==> config.mk <==
export PLATFORM = sky130hd
export DESIGN_NAME = layer_tile_scheduler
export DESIGN_NICKNAME = d
export VERILOG_FILES = /design/src/rtl/layer_tile_scheduler.sv
export SDC_FILE = /design/constraint.sdc
export NUM_CORES = 1
export LEC_CHECK = 0
export ABC_AREA = 1
export BUFFER_PORTS_ARGS = -buffer_cell sky130_fd_sc_hd__buf_2
export CAP_MARGIN = 0
export CELL_PAD_IN_SITES_DETAIL_PLACEMENT = 1
export CELL_PAD_IN_SITES_GLOBAL_PLACEMENT = 2
export CORE_UTILIZATION = 29
export CTS_CLUSTER_DIAMETER = 120
export DETAILED_ROUTE_END_ITERATION = 8
export PLACE_DENSITY_LB_ADDON = 0.1
export RECOVER_POWER = 50
export REMOVE_ABC_BUFFERS = 1
export SLEW_MARGIN = 20
export SYNTH_ARGS = -nofsm -noshare
export SYNTH_HDL_FRONTEND = slang
export SYNTH_SLANG_ARGS = --single-unit
==> constraint.sdc <==
create_clock -name clk -period 1.4 [get_ports clk]
set_clock_uncertainty 0.05 [all_clocks]
set_input_delay 0.14 -clock clk [delete_from_list [all_inputs] [get_ports clk]]
set_output_delay 0.14 -clock clk [all_outputs]
set_load 0.02 [all_outputs]
==> src/rtl/layer_tile_scheduler.sv <==
// ---------------------------------------------------------------------------
// layer_tile_scheduler
//
// Sequences one conv/GEMM layer as a nested (m, n, k) loop of tile passes on
// the systolic core. One core_start pulse is issued per pass, the end of a
// pass is taken from core_ready, and each finished output tile (after its
// last k-pass) is offered to writeback over of_valid/of_ready.
//
// Ports
//   clk          clock, all state on rising edge
//   rst          asynchronous active-low reset
//   layer_start  pulse, latches cfg_* and begins a layer (IDLE only)
//   abort        synchronous abort to IDLE from any state
//   cfg_m_tiles  M tiles minus 1
//   cfg_n_tiles  N tiles minus 1
//   cfg_k_tiles  K tiles minus 1
//   core_start   one-cycle pulse launching one tile pass
//   core_ready   core idle level
//   m_idx/n_idx/k_idx  current tile indices, stable during a pass
//   acc_first    accumulator overwrite flag (k_idx == 0)
//   acc_last     final k-pass flag (k_idx == latched k tiles, while busy)
//   of_valid     output tile (m_idx, n_idx) ready to drain
//   of_ready     writeback accepts the output tile
//   busy         high in every state except IDLE
//   layer_done   one-cycle pulse after the final drain is accepted
//
// Optional feature macro: LTS_PERF_CNT_EN
//   Adds parameter PERF_W and outputs perf_busy_cyc, perf_core_cyc,
//   perf_stall_cyc (saturating, cleared on an accepted layer_start).
// ---------------------------------------------------------------------------
module layer_tile_scheduler #(
   parameter int unsigned TILE_CNT_W = 8
`ifdef LTS_PERF_CNT_EN
   ,
   parameter int unsigned PERF_W     = 32
`endif
) (
   input  logic                  clk,
   input  logic                  rst,
   input  logic                  layer_start,
   input  logic                  abort,
   input  logic [TILE_CNT_W-1:0] cfg_m_tiles,
   input  logic [TILE_CNT_W-1:0] cfg_n_tiles,
   input  logic [TILE_CNT_W-1:0] cfg_k_tiles,
   output logic                  core_start,
   input  logic                  core_ready,
   output logic [TILE_CNT_W-1:0] m_idx,
   output logic [TILE_CNT_W-1:0] n_idx,
   output logic [TILE_CNT_W-1:0] k_idx,
   output logic                  acc_first,
   output logic                  acc_last,
   output logic                  of_valid,
   input  logic                  of_ready,
   output logic                  busy,
   output logic                  layer_done
`ifdef LTS_PERF_CNT_EN
   ,
   output logic [PERF_W-1:0]     perf_busy_cyc,
   output logic [PERF_W-1:0]     perf_core_cyc,
   output logic [PERF_W-1:0]     perf_stall_cyc
`endif
);

   typedef enum logic [2:0] {
      S_IDLE   = 3'd0,
      S_LAUNCH = 3'd1,
      S_WAIT   = 3'd2,
      S_DRAIN  = 3'd3,
      S_DONE   = 3'd4
   } state_t;

   state_t                state, state_nxt;
   logic [TILE_CNT_W-1:0] cfg_m, cfg_n, cfg_k;
   logic [TILE_CNT_W-1:0] cfg_m_nxt, cfg_n_nxt, cfg_k_nxt;
   logic [TILE_CNT_W-1:0] m_nxt, n_nxt, k_nxt;
   // Set after the first WAIT cycle; core_ready is still stale in that cycle
   // because the core only drops it within one clock of core_start.
   logic                  wait_seen, wait_seen_nxt;
   logic                  start_take;

   // ------------------------------------------------------------------
   // State and index registers
   // ------------------------------------------------------------------
   always_ff @(posedge clk or negedge rst) begin
      if (!rst) begin
         state     <= S_IDLE;
         cfg_m     <= '0;
         cfg_n     <= '0;
         cfg_k     <= '0;
         m_idx     <= '0;
         n_idx     <= '0;
         k_idx     <= '0;
         wait_seen <= 1'b0;
      end else begin
         state     <= state_nxt;
         cfg_m     <= cfg_m_nxt;
         cfg_n     <= cfg_n_nxt;
         cfg_k     <= cfg_k_nxt;
         m_idx     <= m_nxt;
         n_idx     <= n_nxt;
         k_idx     <= k_nxt;
         wait_seen <= wait_seen_nxt;
      end
   end

   // ------------------------------------------------------------------
   // Next-state, index stepping and outputs
   // ------------------------------------------------------------------
   always_comb begin
      state_nxt     = state;
      cfg_m_nxt     = cfg_m;
      cfg_n_nxt     = cfg_n;
      cfg_k_nxt     = cfg_k;
      m_nxt         = m_idx;
      n_nxt         = n_idx;
      k_nxt         = k_idx;
      wait_seen_nxt = wait_seen;
      start_take    = 1'b0;

      core_start    = (state == S_LAUNCH);
      of_valid      = (state == S_DRAIN);
      busy          = (state != S_IDLE);
      layer_done    = (state == S_DONE);
      acc_first     = (k_idx == '0);
      // Gated by busy so the idle/reset value is 0 even though k_idx == cfg_k there.
      acc_last      = (state != S_IDLE) && (k_idx == cfg_k);

      if (abort) begin
         state_nxt     = S_IDLE;
         m_nxt         = '0;
         n_nxt         = '0;
         k_nxt         = '0;
         wait_seen_nxt = 1'b0;
      end else begin
         unique case (state)
            S_IDLE: begin
               if (layer_start) begin
                  start_take = 1'b1;
                  cfg_m_nxt  = cfg_m_tiles;
                  cfg_n_nxt  = cfg_n_tiles;
                  cfg_k_nxt  = cfg_k_tiles;
                  m_nxt      = '0;
                  n_nxt      = '0;
                  k_nxt      = '0;
                  state_nxt  = S_LAUNCH;
               end
            end
            S_LAUNCH: begin
               wait_seen_nxt = 1'b0;
               state_nxt     = S_WAIT;
            end
            S_WAIT: begin
               wait_seen_nxt = 1'b1;
               if (wait_seen && core_ready) begin
                  if (k_idx != cfg_k) begin
                     k_nxt     = k_idx + 1'b1;
                     state_nxt = S_LAUNCH;
                  end else begin
                     state_nxt = S_DRAIN;
                  end
               end
            end
            S_DRAIN: begin
               if (of_ready) begin
                  k_nxt = '0;
                  if (n_idx != cfg_n) begin
                     n_nxt     = n_idx + 1'b1;
                     state_nxt = S_LAUNCH;
                  end else if (m_idx != cfg_m) begin
                     n_nxt     = '0;
                     m_nxt     = m_idx + 1'b1;
                     state_nxt = S_LAUNCH;
                  end else begin
                     // Final tile: m/n keep their last values until next start.
                     state_nxt = S_DONE;
                  end
               end
            end
            S_DONE: begin
               state_nxt = S_IDLE;
            end
            default: begin
               state_nxt = S_IDLE;
            end
         endcase
      end
   end

`ifdef LTS_PERF_CNT_EN
   // ------------------------------------------------------------------
   // Saturating performance counters
   // ------------------------------------------------------------------
   function automatic logic [PERF_W-1:0] sat_inc(input logic [PERF_W-1:0] v);
      sat_inc = (v == '1) ? v : v + 1'b1;
   endfunction

   always_ff @(posedge clk or negedge rst) begin
      if (!rst) begin
         perf_busy_cyc  <= '0;
         perf_core_cyc  <= '0;
         perf_stall_cyc <= '0;
      end else if (start_take) begin
         perf_busy_cyc  <= '0;
         perf_core_cyc  <= '0;
         perf_stall_cyc <= '0;
      end else begin
         if (state != S_IDLE) begin
            perf_busy_cyc <= sat_inc(perf_busy_cyc);
         end
         if (state == S_WAIT) begin
            perf_core_cyc <= sat_inc(perf_core_cyc);
         end
         if ((state == S_DRAIN) && !of_ready) begin
            perf_stall_cyc <= sat_inc(perf_stall_cyc);
         end
      end
   end
`endif

endmodule

==> results.md, run 1 <==
- Outcome: finished, violations left
- Violated checks: negative setup slack
- PortBufs: 59
- Rows: 38
- Vias post-DR: 3,661
- Inserted Clock Buffers: 5
- CP Launch Type: register
- Post-place instance area: 0.00446 mm²
- RSZ-0062 raised after global routing: true
- Clock share of power: 19.2%
- Power Internal: 0.00473 W
- Number of synthesis warnings: 0
- Global-route wire length before repair: 18,700 µm
- Reg power frac: 29.0%
- Final slew viol count: 0
- Crit Path Category: reg -> out
- Post-DR vias/cell: 4.63
- EDFF count, synth: 0
- GR Util met2: 39.2%
- Largest net degree at the start of global routing: 53
- Setup violations, final: 57
- Total gr overflow: 0
- Residual DRC: 0
- Initial antenna violation count: 0
- CTS tree: yes
- Boundary Pins: 60
- CTS Sinks: 52
- Fin crit share: 124%
- Worst-path maximum fanout: 3
- FF-to-FF End: n_idx[4]
- Simple-gate share of the synthesized area: 36.5%
- Final setup margin: -333 ps
- Max Fclk: 577 MHz
- Cells after Synth: 454
- Complex-gate fraction of the synthesized area: 3.78%
- Buf/Inv on CP: 2
- Largest family of logic cells by synthesized area: simple AND/OR/NAND/NOR gates
- Crit path cell chain: buf_6 > xnor2_2 > nand2_2 > nor2_4 > nand2_2 > nor2_4 > buf_6
- Area grow syn2layout: 69.3%
- Root Buffer: clkbuf_16
- Most common cell after layout, fill and taps aside: nand2_1
- Reg2Reg Depth: 10
- Synth Area in Adders: 1.50%
- Register area share after synthesis: 38.9%
- DP Wirelength: 7940 µm
- Total power: 0.00769 W
- Mux cell area share after synthesis: 4.04%
- Hold path cells: 2
- Synth Area in XOR/XNOR: 6.81%
- Minimum clock period: 1730 ps
- Setup crit end kind: primary output
- DR pass1 iterations: 4
- HP Start: cfg_k_tiles[4]
- Clock Pin Slew Worst Setup and Hold Paths: 80 ps
- Register bit total from synthesis: 52
- Hold Vio Cnt, Final: 0
- HP Class: in -> reg
- Cell Area, Synth: 0.00334 mm²
- Vias in the first global route: 3,866
- Critical path required time: 1210 ps
- Die X: 109 µm
- GR Util All Layers: 20.9%
- Worst slew pin tran: 799 ps
- Dpl cells: 736
- Die Y: 109 µm
- Fillers: 1,338
- Maxcap violations: 0
- Setup TNS: -14,200 ps
- Longest Clk Path Bufs: 2
- Pwr Density: 1360 mW/mm²
- Final net count: 684
- Die ar.: 0.0120 mm²
- Grt met3 use: 3.14%
- Endpoint, Worst Hold: cfg_k[4]
- Initial Util: 30.3%
- Most frequent cells in the layout: nand2_1, buf_4, buf_2
- Post-synth top flop: dfrtp_1
- Routed length per instance: 15.1 µm
- 1st-iter DRT viols: 71
- Critical Path AT: 1540 ps
- Post-DRT Antenna Nets: 0
- Pleak: 2.92 nW
- Sw Ratio: 38.5%
- Highest-delay cell along the critical path: dfrtp_1
- Post-synth ARST share: 100%
- GPL Wtd Cong: 0.791
- Fin area: 0.00566 mm²
- # H-tree levels: 2
- Layout cell share with drive strength beyond 1: 50.8%
- Routed WL: 11,900 µm
- Final Non-Filler Cells: 791
- Worst r2r src: state[2]
- Slew margin rel.: 46.8%
- GR Util met1: 23.8%
- Clock Latency Late Sink: 310 ps
- Pre-CTS setup slack: -285 ps
- Core Box Area: 0.0110 mm²
- Netlist cell types: 32
- Critical path's top delay family: flip-flops
- Sw Pwr: 0.00296 W
- GRT busiest layer: met2
- Antenna diode count: 0
- Synthesized area per cell: 7.36 µm²
- CP peak stage delay: 410 ps
- Comb power frac: 51.8%
- Reg2reg setup slack: -320 ps
- Peak VDD IR: 0.832 mV
registers in the layout, summed over array words and instances (netlist names):
name,cells
cfg_k,8
m_idx,8
k_idx,8
state,3
wait_seen,1
cfg_m,8
n_idx,8
cfg_n,8
cells in the mapped netlist, types with 2 or more instances:
library cell	number	area [µm²]
nand2_1	148	556
nor3_1	12	60.1
buf_6	2	22.5
buf_2	8	40.0
nand2_4	3	33.8
dfrtp_1	52	1300
inv_2	3	11.3
nor2_1	54	203
inv_1	52	195
nand3_1	22	110
o21ai_0	6	30.0
nor3b_1	2	15.0
o21ai_2	2	17.5
nand3_2	3	30.0
mux2_1	2	22.5
nand4_1	12	75.1
xor2_1	11	96.3
mux2_2	10	113
xnor2_1	15	131
nor2_4	5	56.3
nand2_2	4	25.0
a21oi_1	13	65.1
ha_1	4	50.1
worst max path at each step:
stage | start | end | slack, ps | cells past startpoint
6_report | k_idx[1] | acc_last | -330 | 7
5_1_grt | state[2] | n_idx[4] | -400 | 9
3_5_place_dp | state[0] | m_idx[5] | -290 | 8
3_3_place_gp | state[2] | m_idx[5] | -260 | 8
4_1_cts | k_idx[1] | acc_first | -350 | 6
2_1_floorplan | state[2] | cfg_m[2] | -370 | 5
kinds of logic after synthesis:
family                   after synthesis
AO/OA/AOI/OAI                         23
adder cells (fa/ha/maj)                4
flip-flops                            52
XOR/XNOR                              26
buffers and inverters                 67
multiplexers                          12
AND/OR/NAND/NOR                      270
what timing repair did:
item,4_1_cts,5_1_grt
buffers inserted,34,15
hold endpoints to repair,55,0
pin swaps,20,21
gates cloned,2,0
endpoints found under the setup margin,56,59
resized for setup,130,61
hold buffers,4,0
through the flow:
| stage | hold WS [ps] | util [%] |
|---|---|---|
| after global routing | 4.70 | 51.3 |
| after floorplan | -206 | - |
| after global placement | 117 | 40.5 |
| final | 7.78 | 51.3 |
| after CTS | 0.596 | 49.3 |
| after detailed placement | 121 | 40.5 |
power groups by stage:
stage	Combinational (W)	Sequential, W	Clock, W
6_report	0.00398	0.00223	0.00147
5_1_grt	0.00431	0.00228	0.00157
4_1_cts	0.00367	0.00222	0.00153
3_5_place_dp	0.00266	0.00224	0
3_3_place_gp	0.00258	0.00221	0
2_1_floorplan	0.00153	0.00219	0
cell type report:
class | count | area (µm²) | area share (%)
Inverter | 55 | 221 | 3.91
Clock inverter | 2 | 35.0 | 0.619
Tap cell | 140 | 175 | 3.09
Clock buffer | 6 | 129 | 2.28
Sequential cell | 52 | 1310 | 23.1
Timing Repair Buffer | 201 | 1590 | 28.1
Multi-Input combinational cell | 335 | 2200 | 38.9
metal layers:
layer | share of wire (%) | wire length [µm] | up-vias
li1 | - | - | 1812
met1 | 43 | 5090 | 1789
met2 | 53 | 6350 | 48
met3 | 2.6 | 310 | 12
met4 | 1.6 | 188 | 0
met5 | 0 | 0 | -
(Power assumes the default switching activity.)
==> run 2, diff against run 1 <==
- CORE_MARGIN: not set -> 2
==> results.md, run 2 (same netlist as run 1, synthesis figures left out) <==
- Final slew viol count: 0 (unchanged)
- # H-tree levels: 2 (unchanged)
- Layout cell share with drive strength beyond 1: 49.2% (-1.6 points)
- Routed WL: 11,100 µm (-6.7%)
- Final net count: 659 (-3.7%)
- Crit-path most repeated cell: buf_6
- Rows: 39 (+2.6%)
- Inserted Clock Buffers: 5 (unchanged)
- Core Box Area: 0.0113 mm² (+2.6%)
- CP peak stage delay: 450 ps (+40 ps)
- Vias post-DR: 3,524 (-3.7%)
- GR Util All Layers: 18.3% (-2.6 points)
- Crit path from: state[2]
- Worst-path maximum fanout: 5 (+2)
- Antenna diode count: 0 (unchanged)
- HP Class: in -> reg
- Die ar.: 0.0124 mm² (+3.7%)
- Residual DRC: 0 (unchanged)
- Critical path required time: 1210 ps (about the same)
- Maxcap violations: 0 (unchanged)
- GPL Wtd Cong: 0.801 (+1.2%)
- Pre-CTS setup slack: -318 ps (-32.9 ps)
- 1st-iter DRT viols: 92 (+30%)
- Hold Vio Cnt, Final: 0 (unchanged)
- Initial antenna violation count: 0 (unchanged)
- Setup TNS: -11,590 ps (+2610 ps)
- Pwr Density: 1380 mW/mm² (+1.9%)
- Post-place instance area: 0.00444 mm² (-0.48%)
- RSZ-0062 raised after global routing: true
- Highest-delay cell along the critical path: dfrtp_2
- Final setup margin: -331 ps (+2.48 ps)
- Area grow syn2layout: 62.4%
- Post-DR vias/cell: 4.58 (-0.99%)
- Setup violations, final: 57 (unchanged)
- DR pass1 iterations: 4 (unchanged)
- Peak VDD IR: 0.810 mV (-2.7%)
- Largest net degree at the start of global routing: 53 (unchanged)
- Die X: 111 µm (+1.8%)
- Max Fclk: 578 MHz (+0.14%)
- Root Buffer: clkbuf_16
- Longest Clk Path Bufs: 2 (unchanged)
- Crit Path Category: reg -> out
- Post-DRT Antenna Nets: 0 (unchanged)
- Crit path cell chain: buf_6 > nor2_4 > nand2_8 > inv_6 > buf_6 > buf_6 > buf_6
- Minimum clock period: 1730 ps (-2.48 ps)
- Reg2reg setup slack: -300 ps (+20 ps)
- Clock Latency Late Sink: 290 ps (-20 ps)
- End-of-flow core utilization: 47.9% (-3.4 points)
- Slew margin rel.: 46.7% (about the same)
- Most common cell after layout, fill and taps aside: nand2_1
- Dpl cells: 734 (-0.27%)
- Boundary Pins: 60 (unchanged)
- Routed length per instance: 14.5 µm (-4.0%)
- Global-route wire length before repair: 18,400 µm (-1.5%)
- HP Start: cfg_k_tiles[7]
- Final Non-Filler Cells: 769 (-2.8%)
- PortBufs: 59 (unchanged)
- Fin crit share: 124% (-0.18 points)
- Clock Pin Slew Worst Setup and Hold Paths: 80 ps (about the same)
- Outcome: finished, violations left
- CP Launch Type: register
- Most frequent cells in the layout: nand2_1, buf_4, buf_2
- Pleak: 2.79 nW (-4.4%)
- Die Y: 111 µm (+1.8%)
- Worst slew pin tran: 799 ps (+0.598 ps)
- Initial Util: 29.5% (-0.78 points)
- CTS tree: yes
- Fin area: 0.00543 mm² (-4.1%)
- Critical Path AT: 1540 ps (about the same)
- Worst r2r src: state[2]
- DP Wirelength: 7660 µm (-3.6%)
- Vias in the first global route: 3,693 (-4.5%)
- Violated checks: negative setup slack
- Setup crit end kind: primary output
- CTS Sinks: 52 (unchanged)
- Total gr overflow: 0 (unchanged)
## run 2: changes by cell type in the layout (fill, tap and decap cells not counted), sizes merged
cell         change
buf             -23
dlygate4sd3      -3
nand2            +1
## run 2: layer usage
layer,part of all wire [%],routed length [µm],GRT usage [%],vias to the layer above
met5,0,0,0,-
met4,0.66,74,4.03,0
met3,2.7,298,2.45,4
met2,53,5930,33.8,39
met1,43,4830,22.9,1724
li1,-,-,-,1757
## run 2: final timing paths
kind | to | cells after the start
min in group asynchronous | cfg_m[7] | 3
worst min register to register | cfg_k[1] | 1
worst max-delay path | of_valid | 7
max in group asynchronous | n_idx[4] | 3
worst min-delay path | cfg_k[7] | 2
worst max register to register | n_idx[5] | 10
## run 2: final cells by class
cell class              count  area [µm²]
fillers                  1380        5890
clock inverters             2        35.0
flip-flops and latches     52        1310
well taps                 143         179
repair buffers            175        1350
multi-input cells         336        2210
clock buffers               6         129
inverters                  55         214
## run 2: report_power, final
part / switching (W) / total [W] / internal (W)
Sequential: 0.000330 / 0.00223 / 0.00190
Clock: 0.000593 / 0.00144 / 0.000844
Combinational: 0.00194 / 0.00385 / 0.00190
Total: 0.00287 / 0.00751 / 0.00464
## run 2: timing repair
item / CTS / global route
gates resized for setup: 103 / 83
buffers inserted: 23 / 11
endpoints found under the hold margin: 52 / 0
hold buffers: 1 / 0
endpoints found under the setup margin: 57 / 58
pin swaps: 28 / 41
gates cloned: 3 / 0
## run 2: critical path: cells and delay by family (launching register included)
family | cells | cell delay, ps
and+or+nand+nor | 2 | 230
DFF | 1 | 450
buffers and inverters | 5 | 540
## run 2: through the flow
step / hold WS, ps / total power (W)
2_1_floorplan: -206 / 0.00372
3_3_place_gp: 122 / 0.00485
3_5_place_dp: 119 / 0.00496
4_1_cts: 18.3 / 0.00725
5_1_grt: 25.1 / 0.00805
6_report: 23.5 / 0.00751
